File: config.mk
export PLATFORM = sky130hd
export DESIGN_NAME = mem_access_flat
export DESIGN_NICKNAME = d
export VERILOG_FILES = /design/src/rtl/mem_access_pkg.sv /design/src/rtl/mem_access_if.sv /design/src/rtl/mem_lane_align.sv /design/src/rtl/mem_access.sv /design/src/flat_wrapper.sv
export SDC_FILE = /design/constraint.sdc
export NUM_CORES = 1
export LEC_CHECK = 0
export ABC_AREA = 1
export CAP_MARGIN = 20
export CORE_ASPECT_RATIO = 1.4
export CORE_MARGIN = 4
export CORE_UTILIZATION = 43
export CTS_CLUSTER_DIAMETER = 50
export DETAILED_ROUTE_END_ITERATION = 8
export PLACE_DENSITY = 0.81
export SLEW_MARGIN = 25
export SYNTH_ARGS = -nofsm -noshare
export SYNTH_HDL_FRONTEND = slang
export SYNTH_SLANG_ARGS = --single-unit
File: constraint.sdc
create_clock -name clk_cpu -period 2 [get_ports clk_cpu]
set_clock_uncertainty 0.05 [all_clocks]
set_input_delay 0.5 -clock clk_cpu [delete_from_list [all_inputs] [get_ports clk_cpu]]
set_output_delay 0.5 -clock clk_cpu [all_outputs]
set_load 0.01 [all_outputs]
File: src/rtl/mem_access_pkg.sv
`timescale 1ns/1ps
// Shared defines for the memory-access stage: instruction fields, opcodes, FSM encoding,
// lane/load types and the data-memory request payload.
package mem_access_pkg;

    localparam int unsigned XLEN       = 64;
    localparam int unsigned ILEN       = 32;
    localparam int unsigned AW         = 32;
    localparam int unsigned DW         = 32;
    localparam int unsigned BEW        = DW / 8;
    localparam int unsigned OPC_MSB    = 31;
    localparam int unsigned OPC_LSB    = 26;
    localparam int unsigned OPC_W      = OPC_MSB - OPC_LSB + 1;
    localparam int unsigned WAIT_CNT_W = 10;

    localparam logic [OPC_W-1:0] OPC_LB  = 6'h20;
    localparam logic [OPC_W-1:0] OPC_LH  = 6'h21;
    localparam logic [OPC_W-1:0] OPC_LW  = 6'h23;
    localparam logic [OPC_W-1:0] OPC_LBU = 6'h24;
    localparam logic [OPC_W-1:0] OPC_LHU = 6'h25;
    localparam logic [OPC_W-1:0] OPC_SB  = 6'h28;
    localparam logic [OPC_W-1:0] OPC_SH  = 6'h29;
    localparam logic [OPC_W-1:0] OPC_SW  = 6'h2B;

    typedef enum logic [1:0] {
        ST_IDLE = 2'd0,
        ST_WAIT = 2'd1,
        ST_RESP = 2'd2
    } state_e;

    typedef enum logic [1:0] {
        SZ_B = 2'd0,
        SZ_H = 2'd1,
        SZ_W = 2'd2
    } mem_size_e;

    typedef enum logic [2:0] {
        LD_NONE = 3'd0,
        LD_B    = 3'd1,
        LD_BU   = 3'd2,
        LD_H    = 3'd3,
        LD_HU   = 3'd4,
        LD_W    = 3'd5
    } ld_type_e;

    typedef struct packed {
        logic [AW-1:0]  addr;
        logic [BEW-1:0] be;
        logic [DW-1:0]  wdata;
        logic           we;
    } mem_req_t;

    typedef struct packed {
        logic      valid;
        logic      we;
        mem_size_e size;
        ld_type_e  ld_type;
    } op_dec_t;

    // Opcode decode; stores carry LD_NONE so their load_data reads back as zero.
    function automatic op_dec_t decode_op(input logic [OPC_W-1:0] opc);
        op_dec_t d;
        d = '{valid: 1'b0, we: 1'b0, size: SZ_W, ld_type: LD_NONE};
        case (opc)
            OPC_LB:  d = '{valid: 1'b1, we: 1'b0, size: SZ_B, ld_type: LD_B};
            OPC_LH:  d = '{valid: 1'b1, we: 1'b0, size: SZ_H, ld_type: LD_H};
            OPC_LW:  d = '{valid: 1'b1, we: 1'b0, size: SZ_W, ld_type: LD_W};
            OPC_LBU: d = '{valid: 1'b1, we: 1'b0, size: SZ_B, ld_type: LD_BU};
            OPC_LHU: d = '{valid: 1'b1, we: 1'b0, size: SZ_H, ld_type: LD_HU};
            OPC_SB:  d = '{valid: 1'b1, we: 1'b1, size: SZ_B, ld_type: LD_NONE};
            OPC_SH:  d = '{valid: 1'b1, we: 1'b1, size: SZ_H, ld_type: LD_NONE};
            OPC_SW:  d = '{valid: 1'b1, we: 1'b1, size: SZ_W, ld_type: LD_NONE};
            default: d = '{valid: 1'b0, we: 1'b0, size: SZ_W, ld_type: LD_NONE};
        endcase
        return d;
    endfunction

    // Force the low address bits to the natural alignment of the access size.
    function automatic logic [1:0] align_lo(input mem_size_e sz, input logic [1:0] lo);
        case (sz)
            SZ_H:    return {lo[1], 1'b0};
            SZ_W:    return 2'b00;
            default: return lo;
        endcase
    endfunction

endpackage

File: src/rtl/mem_access_if.sv
`timescale 1ns/1ps
// Execute-stage and data-memory signals of the memory-access stage.
// slave: the mem_access block; master: the pipeline/memory side driving it.
interface mem_access_if;
    import mem_access_pkg::*;

    logic            valid_in;
    logic [ILEN-1:0] inst;
    logic [XLEN-1:0] alu_result;
    logic [DW-1:0]   rt;
    logic            stall;
    logic            dmem_req;
    logic            dmem_we;
    logic [AW-1:0]   dmem_addr;
    logic [BEW-1:0]  dmem_be;
    logic [DW-1:0]   dmem_wdata;
    logic [DW-1:0]   dmem_rdata;
    logic            dmem_ack;
    logic            done;
    logic [DW-1:0]   load_data;
    logic            err;

    modport master (
        output valid_in, inst, alu_result, rt, dmem_rdata, dmem_ack,
        input  stall, dmem_req, dmem_we, dmem_addr, dmem_be, dmem_wdata, done, load_data, err
    );

    modport slave (
        input  valid_in, inst, alu_result, rt, dmem_rdata, dmem_ack,
        output stall, dmem_req, dmem_we, dmem_addr, dmem_be, dmem_wdata, done, load_data, err
    );

endinterface

File: src/rtl/mem_lane_align.sv
`timescale 1ns/1ps
// Byte-lane steering: store byte enables and data replication, load extraction and extension.
module mem_lane_align
    import mem_access_pkg::*;
(
    input  mem_size_e      size_i,
    input  logic [1:0]     addr_lo_i,
    input  logic [DW-1:0]  st_data_i,
    output logic [BEW-1:0] be_c_o,
    output logic [DW-1:0]  wdata_c_o,
    input  ld_type_e       ld_type_i,
    input  logic [1:0]     ld_lo_i,
    input  logic [DW-1:0]  ld_rdata_i,
    output logic [DW-1:0]  ld_data_c_o
);

    logic [15:0] ld_half;

    always_comb begin
        be_c_o    = '1;
        wdata_c_o = st_data_i;
        case (size_i)
            SZ_B: begin
                be_c_o    = BEW'(4'b0001 << addr_lo_i);
                wdata_c_o = {4{st_data_i[7:0]}};
            end
            SZ_H: begin
                be_c_o    = BEW'(4'b0011 << addr_lo_i);
                wdata_c_o = {2{st_data_i[15:0]}};
            end
            default: ;
        endcase
    end

    // Addressed lane shifted down to bit 0 before extension.
    assign ld_half = 16'(ld_rdata_i >> {ld_lo_i, 3'b000});

    always_comb begin
        ld_data_c_o = '0;
        case (ld_type_i)
            LD_B:    ld_data_c_o = {{24{ld_half[7]}}, ld_half[7:0]};
            LD_BU:   ld_data_c_o = {24'h0, ld_half[7:0]};
            LD_H:    ld_data_c_o = {{16{ld_half[15]}}, ld_half};
            LD_HU:   ld_data_c_o = {16'h0, ld_half};
            LD_W:    ld_data_c_o = ld_rdata_i;
            default: ld_data_c_o = '0;
        endcase
    end

endmodule

File: src/rtl/mem_access.sv
`timescale 1ns/1ps
// Memory-access stage: issues one data-memory request per supported load/store and waits for ack.
// Optional MEM_ALIGN_CHECK_EN: misaligned accesses raise err instead of being force-aligned.
module mem_access
    import mem_access_pkg::*;
#(
    parameter int unsigned TIMEOUT_CYCLES = 255
) (
    input logic         clk_cpu,
    input logic         reset,
    mem_access_if.slave bus
);

    localparam logic [WAIT_CNT_W-1:0] CNT_LAST = WAIT_CNT_W'(TIMEOUT_CYCLES - 1);

    state_e                state_q, state_d;
    logic [WAIT_CNT_W-1:0] cnt_q, cnt_d;
    mem_req_t              req_q, req_d;
    logic                  dreq_q, dreq_d;
    logic [1:0]            lo_q, lo_d;
    ld_type_e              ldt_q, ldt_d;
    logic [DW-1:0]         rdata_q, rdata_d;
    logic                  done_q, done_d;
    logic                  err_q, err_d;

    logic [OPC_W-1:0] opc;
    logic [AW-1:0]    addr;
    op_dec_t          dec;
    logic [1:0]       lo_al;
    logic             accept;
    logic             misalign_err;
    logic             stall_c;
    logic [BEW-1:0]   be_c;
    logic [DW-1:0]    wdata_c;
    logic [DW-1:0]    ld_data_c;
    logic             unused_bits;

    assign opc         = bus.inst[OPC_MSB:OPC_LSB];
    assign addr        = bus.alu_result[AW-1:0];
    assign dec         = decode_op(opc);
    assign lo_al       = align_lo(dec.size, addr[1:0]);
    assign accept      = bus.valid_in && dec.valid;
    assign unused_bits = ^{bus.inst[OPC_LSB-1:0], bus.alu_result[XLEN-1:AW]};

`ifdef MEM_ALIGN_CHECK_EN
    assign misalign_err = ((dec.size == SZ_H) && addr[0]) ||
                          ((dec.size == SZ_W) && (addr[1:0] != 2'b00));
`else
    assign misalign_err = 1'b0;
`endif

    mem_lane_align u_lane (
        .size_i      (dec.size),
        .addr_lo_i   (lo_al),
        .st_data_i   (bus.rt),
        .be_c_o      (be_c),
        .wdata_c_o   (wdata_c),
        .ld_type_i   (ldt_q),
        .ld_lo_i     (lo_q),
        .ld_rdata_i  (rdata_q),
        .ld_data_c_o (ld_data_c)
    );

    always_ff @(posedge clk_cpu or negedge reset) begin
        if (!reset) begin
            state_q <= ST_IDLE;
            cnt_q   <= '0;
            req_q   <= '0;
            dreq_q  <= 1'b0;
            lo_q    <= 2'b00;
            ldt_q   <= LD_NONE;
            rdata_q <= '0;
            done_q  <= 1'b0;
            err_q   <= 1'b0;
        end else begin
            state_q <= state_d;
            cnt_q   <= cnt_d;
            req_q   <= req_d;
            dreq_q  <= dreq_d;
            lo_q    <= lo_d;
            ldt_q   <= ldt_d;
            rdata_q <= rdata_d;
            done_q  <= done_d;
            err_q   <= err_d;
        end
    end

    // Request payload is cleared on leaving WAIT so the bus is quiet between accesses.
    always_comb begin
        state_d = state_q;
        cnt_d   = cnt_q;
        req_d   = req_q;
        dreq_d  = 1'b0;
        lo_d    = lo_q;
        ldt_d   = ldt_q;
        rdata_d = rdata_q;
        done_d  = 1'b0;
        err_d   = 1'b0;
        stall_c = 1'b0;
        case (state_q)
            ST_IDLE: begin
                if (accept) begin
                    stall_c = 1'b1;
                    if (misalign_err) begin
                        state_d = ST_RESP;
                        err_d   = 1'b1;
                        ldt_d   = LD_NONE;
                    end else begin
                        state_d = ST_WAIT;
                        cnt_d   = '0;
                        dreq_d  = 1'b1;
                        req_d   = '{addr: {addr[AW-1:2], 2'b00}, be: be_c, wdata: wdata_c, we: dec.we};
                        lo_d    = lo_al;
                        ldt_d   = dec.ld_type;
                    end
                end
            end
            ST_WAIT: begin
                stall_c = 1'b1;
                if (bus.dmem_ack) begin
                    state_d = ST_RESP;
                    done_d  = 1'b1;
                    rdata_d = bus.dmem_rdata;
                    req_d   = '0;
                end else if (cnt_q == CNT_LAST) begin
                    state_d = ST_RESP;
                    err_d   = 1'b1;
                    req_d   = '0;
                end else begin
                    cnt_d  = cnt_q + WAIT_CNT_W'(1);
                    dreq_d = 1'b1;
                end
            end
            ST_RESP: state_d = ST_IDLE;
            default: state_d = ST_IDLE;
        endcase
    end

    // Accept-cycle stall is combinational; masked so it reads 0 while reset is held.
    assign bus.stall      = stall_c && reset;
    assign bus.dmem_req   = dreq_q;
    assign bus.dmem_we    = req_q.we;
    assign bus.dmem_addr  = req_q.addr;
    assign bus.dmem_be    = req_q.be;
    assign bus.dmem_wdata = req_q.wdata;
    assign bus.done       = done_q;
    assign bus.err        = err_q;
    assign bus.load_data  = done_q ? ld_data_c : '0;

endmodule

File: src/flat_wrapper.sv
// flat-port wrapper written by rule: the top's interface ports become plain ports
module mem_access_flat import mem_access_pkg::*;
#(
    parameter int unsigned TIMEOUT_CYCLES = 255
)
  (clk_cpu, reset, bus_valid_in, bus_inst, bus_alu_result, bus_rt, bus_dmem_rdata, bus_dmem_ack, bus_stall, bus_dmem_req, bus_dmem_we, bus_dmem_addr, bus_dmem_be, bus_dmem_wdata, bus_done, bus_load_data, bus_err);
  mem_access_if bus_i ();
  input logic clk_cpu;
  input logic reset;
  input wire logic [$bits(bus_i.valid_in)-1:0] bus_valid_in;
  input wire logic [$bits(bus_i.inst)-1:0] bus_inst;
  input wire logic [$bits(bus_i.alu_result)-1:0] bus_alu_result;
  input wire logic [$bits(bus_i.rt)-1:0] bus_rt;
  input wire logic [$bits(bus_i.dmem_rdata)-1:0] bus_dmem_rdata;
  input wire logic [$bits(bus_i.dmem_ack)-1:0] bus_dmem_ack;
  output wire logic [$bits(bus_i.stall)-1:0] bus_stall;
  output wire logic [$bits(bus_i.dmem_req)-1:0] bus_dmem_req;
  output wire logic [$bits(bus_i.dmem_we)-1:0] bus_dmem_we;
  output wire logic [$bits(bus_i.dmem_addr)-1:0] bus_dmem_addr;
  output wire logic [$bits(bus_i.dmem_be)-1:0] bus_dmem_be;
  output wire logic [$bits(bus_i.dmem_wdata)-1:0] bus_dmem_wdata;
  output wire logic [$bits(bus_i.done)-1:0] bus_done;
  output wire logic [$bits(bus_i.load_data)-1:0] bus_load_data;
  output wire logic [$bits(bus_i.err)-1:0] bus_err;
  assign bus_i.valid_in = bus_valid_in;
  assign bus_i.inst = bus_inst;
  assign bus_i.alu_result = bus_alu_result;
  assign bus_i.rt = bus_rt;
  assign bus_i.dmem_rdata = bus_dmem_rdata;
  assign bus_i.dmem_ack = bus_dmem_ack;
  assign bus_stall = bus_i.stall;
  assign bus_dmem_req = bus_i.dmem_req;
  assign bus_dmem_we = bus_i.dmem_we;
  assign bus_dmem_addr = bus_i.dmem_addr;
  assign bus_dmem_be = bus_i.dmem_be;
  assign bus_dmem_wdata = bus_i.dmem_wdata;
  assign bus_done = bus_i.done;
  assign bus_load_data = bus_i.load_data;
  assign bus_err = bus_i.err;
  mem_access #(.TIMEOUT_CYCLES(TIMEOUT_CYCLES)) u_core (.clk_cpu(clk_cpu), .reset(reset), .bus(bus_i));
endmodule
==> flow_summary.toml, run 1 <==
[outcome]
status = "complete, but fails checks"
violations = "negative setup slack"

[global_routing]
grt_usage_pct = 26.3
antenna_found_initial = 0
grt_start_max_net_pins = 120
grt_pass1_vias = 7243
grt.overflow.total = 0
grt_pass1_wl_um = 36500

[worst_setup_path]
crit_chain = "inv_4, nand2_2, buf_4, o21ai_0, nand2_1, o211ai_1, nand2_1, inv_1, buf_2"
worstRegToRegCells = 9
slowest_stage = "dfrtp_2"
critical_path_arrival_ps = 1910
worst-setup-path-type = "reg2out"
required_ps = 1450
worstSetupEndpointType = "output pin"
startpoint_type = "flip-flop"
cpPeakStageDelay_ps = 450
crit_top_cell = "nand2_1"
critical_path.max_fanout = 7

[place]
place_ws_ps = -1010
placedCellCount = 1282
portBuffers = 208
place_area_sq_um = 9150
place_congestion = 0.892
dp_hpwl_um = 14500

[yosys]
synthCells = 867
yosys.cell_types.count = 34
ys_seq_elements = 119
netlist_area_sq_um = 6380
yosys.area.top_type = "dfrtp_1"
synth.top_cell.area_share_pct = 46.7
avgSynthCellArea_sq_um = 7.36
synthTopCellsByArea = "dfrtp_1 (47%), nand2_1 (16%), o21ai_0 (7.1%)"
yosys_warnings = 0
yosysSeqAreaShare_pct = 46.7

[power_and_ir_drop]
ir_drop_mv = 0.646
leakagePower_nw = 5.22
p_int_mw = 6.99
power.share.switching_pct = 35.7
p_comb_share_pct = 37.7
p_per_area_nw_per_um2 = 1020
clkPwrFrac_pct = 29.5
p_seq_share_pct = 32.8
p_sw_mw = 3.88

[clock_tree]
cts_hold_buf = 0
clk_latency_ps = 400
cts_tree = "built"
cts-buffers-inserted = 17
cts_num_sinks = 119
path_clk_slew_ps = 60
clock-root-buffer = "clkbuf_16"
cts_max_level = 4
clockBufferDepth = 2

[job]
cap_violations = 0

[drt]
antenna_left = 0
route.layer.met1.wl_um = 8300
wl_met3_um = 1680
firstDrtPassIters = 7
wirelength_um = 23400
drcViolationCount = 0
highest_layer = "met4"
wl_met2_um = 12300
num_vias = 7134
vias_per_cell = 5.32
post_drt_wl_per_cell_um = 17.5
drt-initial-drc-count = 557

[cells_and_area]
layout.nets = 1307
stdcell_area_sq_um = 10700
area_growth_pct = 67.8
stdcell_count = 1341
drive_gt1_share_pct = 29.0
antenna_cells = 0
utilization_pct = 73.8
fillers = 1042

[timing]
drv_slew = 0
fin_ws_ps = -464
hold_viol_final = 0
final-setup-viol-count = 61
holdWs_ps = 149
max_slew.worst_pin.slew_ps = 717
fin_crit_sh_pct = 123
slew_headroom_pct = 52.2
grt_setup_unrepaired = "true"
fin_crit_ps = 2460
clock.fmax_ghz = 0.406

[worst_hold_path]
hp-class = "in2async"

[floorplan]
core_sq_um = 14500
rows = 52
initial_core_util_pct = 44.0
die-width_um = 111
die-height_um = 152
dieArea_sq_um = 16900
ioPinCount = 269
-- final cells by class --
class | instances | area, sq um | share of cell area [%]
Tap cell | 189 | 236 | 2.21
Clock inverter | 15 | 190 | 1.78
Clock buffer | 17 | 425 | 3.97
Multi-Input combinational cell | 620 | 3560 | 33.2
Sequential cell | 119 | 2980 | 27.8
Inverter | 82 | 330 | 3.09
Timing Repair Buffer | 299 | 2990 | 27.9
-- flip-flops by register name (all words and copies together) (netlist names) --
name and cells:
u_core.rdata_q 32, u_core.bus.err 1, u_core.lo_q 2, u_core.bus.dmem_be 4, u_core.ldt_q 3, u_core.state_q 2
u_core.bus.dmem_req 1, u_core.cnt_q 10, u_core.bus.done 1, u_core.bus.dmem_we 1, u_core.bus.dmem_wdata 32, u_core.bus.dmem_addr 30
-- critical path, delay by kind of cell (launching register included) --
kind                   cells  cell delay [ps]
buffers and inverters      4              470
flip-flops                 1              450
AO/OA/AOI/OAI              2              340
AND/OR/NAND/NOR            3              270
-- metrics by stage --
step | setup TNS, ps | power, mW
finish | -15350 | 10.9
global route | -20350 | 11.4
CTS | -11850 | 10.5
detailed placement | -66640 | 6.84
global placement | -60770 | 6.75
floorplan | -4460 | 5.05
-- routing by layer --
layer | GRT usage, % | vias to the layer above
met5 | 0 | -
li1 | - | 3319
met1 | 29.3 | 3393
met3 | 6.28 | 81
met4 | 12.1 | 0
met2 | 47.2 | 341
-- cell usage in the layout (no fill, tap or decap), types with 8 or more instances in the layout --
master and instances:
nor2_1 41, nand3_2 9, o211ai_1 9, dfrtp_1 116
o21ai_2 17, buf_4 52, a21oi_2 15, o21ai_1 16
or2_4 13, buf_2 26, nand2_1 246, o21ai_0 52
nand2_4 9, nor2_2 13, inv_2 10, o21ai_4 8
clkdlybuf4s50_1 168, nor2_4 13, buf_12 12, nand2_2 32
nand3_1 63, a21oi_1 20, inv_1 66, clkbuf_16 18
buf_6 30
-- cell usage after synthesis --
cell type and instances:
a21boi_0 1, a21o_1 1, a21oi_1 40, a22oi_1 8, buf_1 2, buf_2 19, buf_4 5, buf_6 4
clkbuf_1 18, conb_1 1, dfrtp_1 119, ha_1 4, inv_1 79, inv_2 3, nand2_1 274, nand2_2 14
nand3_1 74, nand3_2 3, nand4_1 3, nor2_1 63, nor2_2 2, nor2_4 2, nor3_1 3, nor3_2 1
nor3b_1 2, nor4_1 2, o211ai_1 9, o21ai_0 91, o21ai_1 2, o21bai_2 1, o22ai_1 1, or2_2 14
xnor2_1 1, xor2_1 1
-- what timing repair did --
action | in CTS | in global routing
pin swaps | 42 | 78
setup endpoints to repair | 110 | 60
buffers inserted | 14 | 13
cloned | 4 | 1
gates resized for setup | 294 | 124
-- power groups by stage --
stage,Clock (mW),Combinational (mW),Sequential [mW]
final,3.21,4.10,3.56
after CTS,3.23,3.74,3.52
after floorplan,0,1.50,3.55
after detailed placement,0,3.33,3.50
after global routing,3.36,4.42,3.63
after global placement,0,3.26,3.49
-- final timing paths --
check	start	endpoint	slack, ps
max reg2reg	u_core.state_q[1]	u_core.bus.dmem_addr[22]	250
max in group asynchronous	reset	u_core.bus.dmem_addr[16]	1150
min	reset	u_core.bus.dmem_addr[27]	150
max	u_core.lo_q[0]	bus_load_data[10]	-460
min in group clk_cpu	u_core.bus.dmem_wdata[24]	u_core.bus.dmem_wdata[24]	420
min reg2reg	u_core.bus.dmem_wdata[24]	u_core.bus.dmem_wdata[24]	420
-- cells by family (layout without fill, tap and decap cells) --
family / after synthesis / in the layout / share of synthesized area (%)
adders and majority gates: 4 / 4 / 0.784
DFF: 119 / 119 / 46.7
xor gates and xnor gates: 2 / 2 / 0.275
other: 1 / 2 / 0.0588
and+or+nand+nor: 457 / 458 / 30.5
buffers and inverters: 130 / 413 / 8.78
AOI/OAI and AO/OA: 154 / 154 / 12.9
No activity file was read; power rests on OpenSTA's default activity.
==> run 2: changes to the inputs <==
- ABC_CLOCK_PERIOD_IN_PS: unset -> 2000
- PLACE_DENSITY: 0.81 -> unset
- PLACE_DENSITY_LB_ADDON: unset -> 0.3
==> flow_summary.toml, run 2 (synthesis gave the netlist of run 1 again) <==
[outcome]
status = "complete, but fails checks"
violations = "negative setup slack"

[timing]
hold_viol_final = 0
drv_slew = 0
clock.fmax_ghz = 0.402
final-setup-viol-count = 54
slew_headroom_pct = 54.5
max_slew.worst_pin.slew_ps = 683
fin_crit_ps = 2490
grt_setup_unrepaired = "true"
fin_ws_ps = -489
fin_crit_sh_pct = 124

[floorplan]
die-width_um = 111
core_sq_um = 14500
initial_core_util_pct = 44.0
rows = 52
dieArea_sq_um = 16900
ioPinCount = 269
die-height_um = 152

[clock_tree]
cts-buffers-inserted = 17
clockBufferDepth = 2
cts_num_sinks = 119
clock-root-buffer = "clkbuf_16"
clk_latency_ps = 410
cts_max_level = 4
cts_tree = "built"
path_clk_slew_ps = 60

[global_routing]
antenna_found_initial = 0
grt_usage_pct = 24.7
grt_pass1_wl_um = 34100
grt.overflow.total = 0
grt_pass1_vias = 6766
grt_start_max_net_pins = 120

[drt]
antenna_left = 0
firstDrtPassIters = 5
post_drt_wl_per_cell_um = 16.7
num_vias = 6954
vias_per_cell = 5.17
drt-initial-drc-count = 504
wirelength_um = 22400
drcViolationCount = 0

[worst_setup_path]
rr_endpoint = "u_core.bus.dmem_wdata[14]"
crit_chain = "buf_12, a21oi_4, o21ai_2, nand3_2, nand2_4, buf_12, o21ai_2, inv_1, buf_2"
rrSetupSlack_ps = 90
critical_path_arrival_ps = 1940
critical_path.max_fanout = 7
slowest_stage = "dfrtp_2"
startpoint_type = "flip-flop"
worst-setup-path-type = "reg2out"
path_depth = 9
crit_start = "u_core.lo_q[0]"
critPathBufInv = 4
crit_end = "bus_load_data[28]"
rr_startpoint = "u_core.state_q[0]"
crit_family = "buffers and inverters"
cpPeakStageDelay_ps = 460
worstSetupEndpointType = "output pin"
required_ps = 1450
worstRegToRegCells = 7

[place]
dp_hpwl_um = 14500
portBuffers = 208
place_area_sq_um = 9270
place_congestion = 0.926

[cells_and_area]
final_cell_mix = "nand2_1 (244), clkdlybuf4s50_1 (167), dfrtp_1 (117)"
utilization_pct = 73.0
drive_gt1_share_pct = 28.6
stdcell_area_sq_um = 10600
regArea_sq_um = 2980
layout.nets = 1312
final_common_cell = "nand2_1"
multiInputGateArea_sq_um = 3400
fillers = 1095
antenna_cells = 0
area_growth_pct = 66.0

[power_and_ir_drop]
p_per_area_nw_per_um2 = 1030
leakagePower_nw = 5.22
total_power_mw = 10.9
ir_drop_mv = 0.667

[worst_hold_path]
hp-class = "in2async"

[job]
cap_violations = 0
[run 2: metal layers]
layer / GRT usage (%) / vias to the layer above / routed length [um]
met5: 0 / - / 0
met4: 11.0 / 0 / 903
met2: 43.2 / 336 / 11600
met3: 5.56 / 65 / 1480
met1: 28.8 / 3227 / 8430
li1: - / 3326 / -
[run 2: timing repair]
item / 4_1_cts / 5_1_grt
gates resized for setup: 245 / 138
endpoints found under the setup margin: 112 / 61
hold buffers: 0 / 0
buffers inserted: 11 / 8
pin swaps: 58 / 78
gates cloned: 3 / 3
[run 2: where the power goes]
part | switching, mW | total (mW) | internal, mW
sequential | 0.435 | 3.51 | 3.07
clock | 1.20 | 3.29 | 2.09
combinational | 2.10 | 4.11 | 2.00
[run 2: how the worst min path moves through the flow]
stage,endpoint,depth (start not counted),slack (ps),start
2_1_floorplan,u_core.bus.dmem_addr[10],0,150,reset
3_3_place_gp,u_core.bus.dmem_addr[2],2,400,u_core.bus.dmem_addr[2]
3_5_place_dp,u_core.bus.dmem_addr[6],2,410,u_core.bus.dmem_addr[6]
4_1_cts,u_core.rdata_q[9],2,230,reset
5_1_grt,u_core.rdata_q[9],2,220,reset
6_report,u_core.rdata_q[9],2,180,reset
[run 2: cell type report]
cell class                 count  area share, %
multi-input combinational    619           32.1
inverter                      82           3.12
tap                          189           2.23
timing repair buffer         305           28.5
sequential                   119           28.1
clock inverter                14           1.88
clock buffer                  17           4.01
[run 2: through the flow]
stage | TNS [ps] | std cells | hold slack, ps | setup slack, ps
detailed placement | -65850 | 1297 | 408 | -996
CTS | -12240 | 1340 | 226 | -470
global route | -21340 | 1345 | 222 | -566
global placement | -63650 | 1297 | 403 | -972
finish | -15620 | 1345 | 180 | -489
floorplan | -4460 | 868 | 154 | -212
